==> src/rtl/reservation_station.sv <==
// rtl/reservation_station.sv - Tomasulo reservation station feeding the integer ALU
// Optional macro RS_OLDEST_FIRST_EN: issue the oldest ready entry instead of the lowest index.
module reservation_station #(
  parameter int RS_SIZE   = 16,
  parameter int ROB_WIDTH = 4
) (
  input  logic                 clk,
  input  logic                 rst,
  input  logic                 rdy,
  input  logic                 clear,
  input  logic                 DP_sgn,
  input  logic [5:0]           DP_opcode,
  input  logic [ROB_WIDTH-1:0] DP_ROB_name,
  input  logic [31:0]          DP_Vj,
  input  logic [31:0]          DP_Vk,
  input  logic                 DP_Qj_busy,
  input  logic                 DP_Qk_busy,
  input  logic [ROB_WIDTH-1:0] DP_Qj,
  input  logic [ROB_WIDTH-1:0] DP_Qk,
  output logic                 RS_full,
  input  logic                 ALU_CDB_sgn,
  input  logic [ROB_WIDTH-1:0] ALU_CDB_ROB_name,
  input  logic [31:0]          ALU_CDB_result,
  input  logic                 LSB_CDB_sgn,
  input  logic [ROB_WIDTH-1:0] LSB_CDB_ROB_name,
  input  logic [31:0]          LSB_CDB_result,
  output logic                 ALU_sgn,
  output logic [5:0]           ALU_opcode,
  output logic [ROB_WIDTH-1:0] ALU_ROB_name,
  output logic [31:0]          ALU_lhs,
  output logic [31:0]          ALU_rhs
);
  localparam int IDX_W = $clog2(RS_SIZE);

  logic [RS_SIZE-1:0]   r_busy;
  logic [RS_SIZE-1:0]   r_qj_busy;
  logic [RS_SIZE-1:0]   r_qk_busy;
  logic [5:0]           r_opcode [RS_SIZE];
  logic [ROB_WIDTH-1:0] r_rob    [RS_SIZE];
  logic [31:0]          r_vj     [RS_SIZE];
  logic [31:0]          r_vk     [RS_SIZE];
  logic [ROB_WIDTH-1:0] r_qj     [RS_SIZE];
  logic [ROB_WIDTH-1:0] r_qk     [RS_SIZE];

  logic [RS_SIZE-1:0] w_ready;
  logic               w_free_found;
  logic [IDX_W-1:0]   w_free_idx;
  logic               w_issue_found;
  logic [IDX_W-1:0]   w_issue_idx;
  logic [31:0]        w_dp_vj;
  logic [31:0]        w_dp_vk;
  logic               w_dp_qj_busy;
  logic               w_dp_qk_busy;

`ifdef RS_OLDEST_FIRST_EN
  localparam int SEQ_W = ROB_WIDTH + 1;
  logic [SEQ_W-1:0] r_seq [RS_SIZE];
  logic [SEQ_W-1:0] r_seq_cnt;
  logic [SEQ_W-1:0] w_age_diff;
`endif

  assign RS_full = &r_busy;

  always_comb begin
    w_ready      = '0;
    w_free_found = 1'b0;
    w_free_idx   = '0;
    for (int i = 0; i < RS_SIZE; i++) begin
      w_ready[i] = r_busy[i] & ~r_qj_busy[i] & ~r_qk_busy[i];
    end
    for (int i = RS_SIZE - 1; i >= 0; i--) begin
      if (!r_busy[i]) begin
        w_free_found = 1'b1;
        w_free_idx   = IDX_W'(i);
      end
    end
  end

  always_comb begin
    w_issue_found = 1'b0;
    w_issue_idx   = '0;
`ifdef RS_OLDEST_FIRST_EN
    w_age_diff = '0;
    // Wrap-safe age compare: candidate is older when (cand - best) is negative.
    for (int i = 0; i < RS_SIZE; i++) begin
      w_age_diff = r_seq[i] - r_seq[w_issue_idx];
      if (w_ready[i] && (!w_issue_found || w_age_diff[SEQ_W-1])) begin
        w_issue_found = 1'b1;
        w_issue_idx   = IDX_W'(i);
      end
    end
`else
    for (int i = RS_SIZE - 1; i >= 0; i--) begin
      if (w_ready[i]) begin
        w_issue_found = 1'b1;
        w_issue_idx   = IDX_W'(i);
      end
    end
`endif
  end

  // Dispatch bypass: a CDB broadcast in the dispatch cycle resolves the operand directly.
  always_comb begin
    w_dp_vj      = DP_Vj;
    w_dp_qj_busy = DP_Qj_busy;
    w_dp_vk      = DP_Vk;
    w_dp_qk_busy = DP_Qk_busy;
    if (DP_Qj_busy && ALU_CDB_sgn && ALU_CDB_ROB_name == DP_Qj) begin
      w_dp_vj      = ALU_CDB_result;
      w_dp_qj_busy = 1'b0;
    end else if (DP_Qj_busy && LSB_CDB_sgn && LSB_CDB_ROB_name == DP_Qj) begin
      w_dp_vj      = LSB_CDB_result;
      w_dp_qj_busy = 1'b0;
    end
    if (DP_Qk_busy && ALU_CDB_sgn && ALU_CDB_ROB_name == DP_Qk) begin
      w_dp_vk      = ALU_CDB_result;
      w_dp_qk_busy = 1'b0;
    end else if (DP_Qk_busy && LSB_CDB_sgn && LSB_CDB_ROB_name == DP_Qk) begin
      w_dp_vk      = LSB_CDB_result;
      w_dp_qk_busy = 1'b0;
    end
  end

  always_ff @(posedge clk) begin
    if (!rst) begin
      r_busy       <= '0;
      r_qj_busy    <= '0;
      r_qk_busy    <= '0;
      ALU_sgn      <= 1'b0;
      ALU_opcode   <= '0;
      ALU_ROB_name <= '0;
      ALU_lhs      <= '0;
      ALU_rhs      <= '0;
    end else if (clear) begin
      r_busy  <= '0;
      ALU_sgn <= 1'b0;
    end else if (!rdy) begin
      ALU_sgn <= 1'b0;
    end else begin
      for (int i = 0; i < RS_SIZE; i++) begin
        if (r_busy[i] && r_qj_busy[i]) begin
          if (ALU_CDB_sgn && ALU_CDB_ROB_name == r_qj[i]) begin
            r_vj[i]      <= ALU_CDB_result;
            r_qj_busy[i] <= 1'b0;
          end else if (LSB_CDB_sgn && LSB_CDB_ROB_name == r_qj[i]) begin
            r_vj[i]      <= LSB_CDB_result;
            r_qj_busy[i] <= 1'b0;
          end
        end
        if (r_busy[i] && r_qk_busy[i]) begin
          if (ALU_CDB_sgn && ALU_CDB_ROB_name == r_qk[i]) begin
            r_vk[i]      <= ALU_CDB_result;
            r_qk_busy[i] <= 1'b0;
          end else if (LSB_CDB_sgn && LSB_CDB_ROB_name == r_qk[i]) begin
            r_vk[i]      <= LSB_CDB_result;
            r_qk_busy[i] <= 1'b0;
          end
        end
      end
      ALU_sgn <= w_issue_found;
      if (w_issue_found) begin
        r_busy[w_issue_idx] <= 1'b0;
        ALU_opcode          <= r_opcode[w_issue_idx];
        ALU_ROB_name        <= r_rob[w_issue_idx];
        ALU_lhs             <= r_vj[w_issue_idx];
        ALU_rhs             <= r_vk[w_issue_idx];
      end
      // The free slot is never busy, so it cannot collide with issue or wakeup.
      if (DP_sgn && w_free_found) begin
        r_busy[w_free_idx]    <= 1'b1;
        r_opcode[w_free_idx]  <= DP_opcode;
        r_rob[w_free_idx]     <= DP_ROB_name;
        r_vj[w_free_idx]      <= w_dp_vj;
        r_vk[w_free_idx]      <= w_dp_vk;
        r_qj_busy[w_free_idx] <= w_dp_qj_busy;
        r_qk_busy[w_free_idx] <= w_dp_qk_busy;
        r_qj[w_free_idx]      <= DP_Qj;
        r_qk[w_free_idx]      <= DP_Qk;
      end
    end
  end

`ifdef RS_OLDEST_FIRST_EN
  always_ff @(posedge clk) begin
    if (!rst || clear) begin
      r_seq_cnt <= '0;
    end else if (rdy && DP_sgn && w_free_found) begin
      r_seq[w_free_idx] <= r_seq_cnt;
      r_seq_cnt         <= r_seq_cnt + SEQ_W'(1);
    end
  end
`endif

endmodule

==> config.mk <==
export PLATFORM = sky130hd
export DESIGN_NAME = reservation_station
export DESIGN_NICKNAME = d
export VERILOG_FILES = /design/src/rtl/reservation_station.sv
export SDC_FILE = /design/constraint.sdc
export NUM_CORES = 2
export LEC_CHECK = 0
export CORE_ASPECT_RATIO = 1.5
export CORE_MARGIN = 5
export CORE_UTILIZATION = 50
export CTS_CLUSTER_DIAMETER = 60
export CTS_CLUSTER_SIZE = 12
export DETAILED_ROUTE_END_ITERATION = 10
export PLACE_DENSITY_LB_ADDON = 0.15
export REMOVE_ABC_BUFFERS = 1
export SLEW_MARGIN = 20
export SYNTH_ARGS = -nofsm -noshare
export SYNTH_HDL_FRONTEND = slang
export SYNTH_SLANG_ARGS = --single-unit
export TNS_END_PERCENT = 100
==> constraint.sdc <==
create_clock -name clk -period 7.79 [get_ports clk]
set_input_delay 1.558 -clock clk [delete_from_list [all_inputs] [get_ports clk]]
set_output_delay 1.558 -clock clk [all_outputs]
set_load 0.01 [all_outputs]
==> results.py <==
metrics = {
    "status": {
        "status": "finished, final reports clean",
    },
    "global_routing": {
        "grt_pass1_vias": 62058,
        "antenna_found_initial": 9,
        "grt-ovfl-total": 0,
        "grt_pass1_wl_mm": 443,
        "grt_use_total_pct": 36.3,
        "grt_start_max_net_pins": 147,
    },
    "sta": {
        "worst_slew_pin_slew_ns": 1.33,
        "slew-limit-headroom_pct": 11.5,
        "finalSetupViolations": 0,
        "fin_crit_sh_pct": 69.8,
        "hold_ws_ns": 0.512,
        "rsz0062_at_grt": "false",
        "drv_slew": 0,
        "fin_worst_skew_ns": 0.0387,
        "fmax_mhz": 184,
        "hold_viol": 0,
        "finalCriticalPeriod_ns": 5.44,
    },
    "logic_synthesis": {
        "yosys_warnings": 0,
        "syn_area_um2": 79600,
        "synth.distinct_cells": 69,
        "yosysSeqAreaShare_pct": 52.6,
        "async_reset_ff_share_pct": 0,
        "ys_seq_elements": 1435,
        "ys.flop_type": "edfxtp_1",
        "synth_cells": 7645,
        "avgSynthCellArea_um2": 10.4,
        "synth_edf_count": 1312,
    },
    "setup_path": {
        "cp.arrival_ns": 6.15,
        "crit_fanout": 43,
        "end_kind": "flop",
        "cp.required_ns": 8.50,
        "cp-start-kind": "flop",
        "rrSetupSlack_ns": 2.35,
        "crit_type": "reg -> reg",
    },
    "die": {
        "fp.dieH_um": 499,
        "coreArea_um2": 159000,
        "ioPinCount": 239,
        "initial_utilization_pct": 50.2,
        "fp.dieW_um": 336,
        "num_rows": 179,
        "die_area_um2": 168000,
    },
    "detailed_routing": {
        "routedWlPerCell_um": 32.8,
        "antenna_left": 0,
        "drt-pass1-iter-count": 10,
        "drtIter0Drc": 9772,
        "wl_mm": 314,
        "via_count": 65097,
        "drc": 0,
        "vias_per_cell": 6.81,
    },
    "cts": {
        "cts_sinks": 1435,
        "htreeDepth": 4,
        "ctsResizeCount": 0,
        "cts_root_buf": "clkbuf_16",
        "clock_latency_ns": 0.81,
        "clkTransAtPathRegs_ns": 0.06,
        "post_cts_buffers": 0,
        "cts_hold_buf": 0,
        "cts_buffer_depth": 3,
        "cts_buffers": 141,
        "cts_tree": "yes",
    },
    "layout": {
        "nets": 7527,
        "mostFrequentLayoutCell": "edfxtp_1",
        "area.growth.synth_to_final_pct": 10.9,
        "nFillCells": 13626,
        "regArea_um2": 41900,
        "layout_common_cells": "edfxtp_1, mux2i_1, a21oi_1, nor2_1, nand2_1",
        "drive_above_1_share_pct": 8.36,
        "multi_input_area_um2": 34900,
    },
    "pwr": {
        "vdd.ir_drop.worst_mv": 0.168,
        "p_total_mw": 16.2,
        "p_per_area_nw_per_um2": 184,
        "leakagePower_nw": 36.2,
    },
    "placed_design": {
        "io_buffer_count": 238,
        "hpwl_mm": 177,
        "gp_congestion": 0.938,
    },
    "flow_run": {
        "max-cap-violations": 0,
    },
    "hold_path": {
        "hold_path_class": "reg -> reg",
    },
}
==> worst max-delay path, stage by stage, from the launching register on <==
cell,delay (ns)
dfxtp_1,0.47
or3b_2,0.78
nand2_1,0.45
nor3_1,0.75
nand3_2,0.95
nor3_4,0.44
buf_4,0.69
a221oi_1,0.21
nand3_1,0.19
a221oi_1,0.10
a31oi_1,0.26
==> per-layer routing <==
metal	vias up	wire length, um	global-route usage, %
met3	1164	38200	8.88
met4	10	22400	21.6
met5	-	161	0
li1	27643	-	-
met1	31531	112000	45.7
met2	4749	141000	56.7
==> path summary, 6_finish.rpt <==
kind / startpoint / end / cells past startpoint
min reg2reg: r_vk[3][15] / ALU_rhs[15] / 2
min: r_vk[3][15] / ALU_rhs[15] / 2
max reg2reg: r_busy[0] / ALU_rhs[8] / 10
max: r_busy[0] / ALU_rhs[8] / 10
==> synthesized netlist by cell type, drive strengths merged (19+ instances only) <==
library cell,instances,area share [%]
a21oi,964,6.1
a221o,28,0.35
a221oi,131,1.4
a222oi,77,0.97
a22o,59,0.65
a22oi,83,0.78
a31o,35,0.38
a31oi,87,0.68
and2,19,0.15
and3,45,0.35
buf,309,1.8
clkbuf,622,2.9
dfxtp,123,3.1
edfxtp,1312,49
inv,38,0.18
mux2i,1208,15
nand2,531,2.5
nand3,166,1.0
nand4,21,0.16
nor2,868,4.1
nor3,50,0.34
nor4,33,0.30
o21ai,400,2.5
o22ai,68,0.53
xnor2,66,0.73
xor2,200,2.2
==> where the power goes <==
part	internal (mW)	switching [mW]	total, mW
clock network	3.50	3.13	6.63
registers	8.41	0.0169	8.43
logic	0.414	0.759	1.17
total	12.3	3.91	16.2
==> metrics by stage <==
stage	TNS [ns]	setup WS (ns)	cells	cell area [um2]	utilization [%]
after floorplan	-288.00	-3.48	6714	75900	-
after global placement	0	1.93	9293	83800	52.8
after detailed placement	0	1.88	9300	84000	53.0
after CTS	0	2.62	9556	88200	55.6
after global routing	0	2.42	9559	88300	55.7
final	0	2.35	9564	88300	55.7
==> state kept, by name, indices dropped and copies added (netlist names) <==
name and flops:
ALU_opcode 6, r_qj_busy 16, r_busy 16, r_opcode 96
r_vj 512, r_rob 64, ALU_sgn 1, r_qk 64
r_vk 512, ALU_ROB_name 4, ALU_lhs 32, r_qk_busy 16
r_qj 64, ALU_rhs 32
==> final cells by class <==
cell class | count | area share, %
tap | 2081 | 2.95
inverter | 38 | 0.166
clock buffer | 235 | 4.44
clock inverter | 21 | 0.290
antenna | 6 | 0.0170
sequential | 1435 | 47.4
timing repair buffer | 507 | 5.23
multi-input combinational | 5241 | 39.5
==> cell families after synthesis <==
group | share of synthesized area, %
compound gates | 15.0
simple gates | 9.48
flops | 52.6
mux | 15.2
buf+inv | 4.90
xor+xnor | 2.93
No activity file was read; power rests on OpenSTA's default activity.
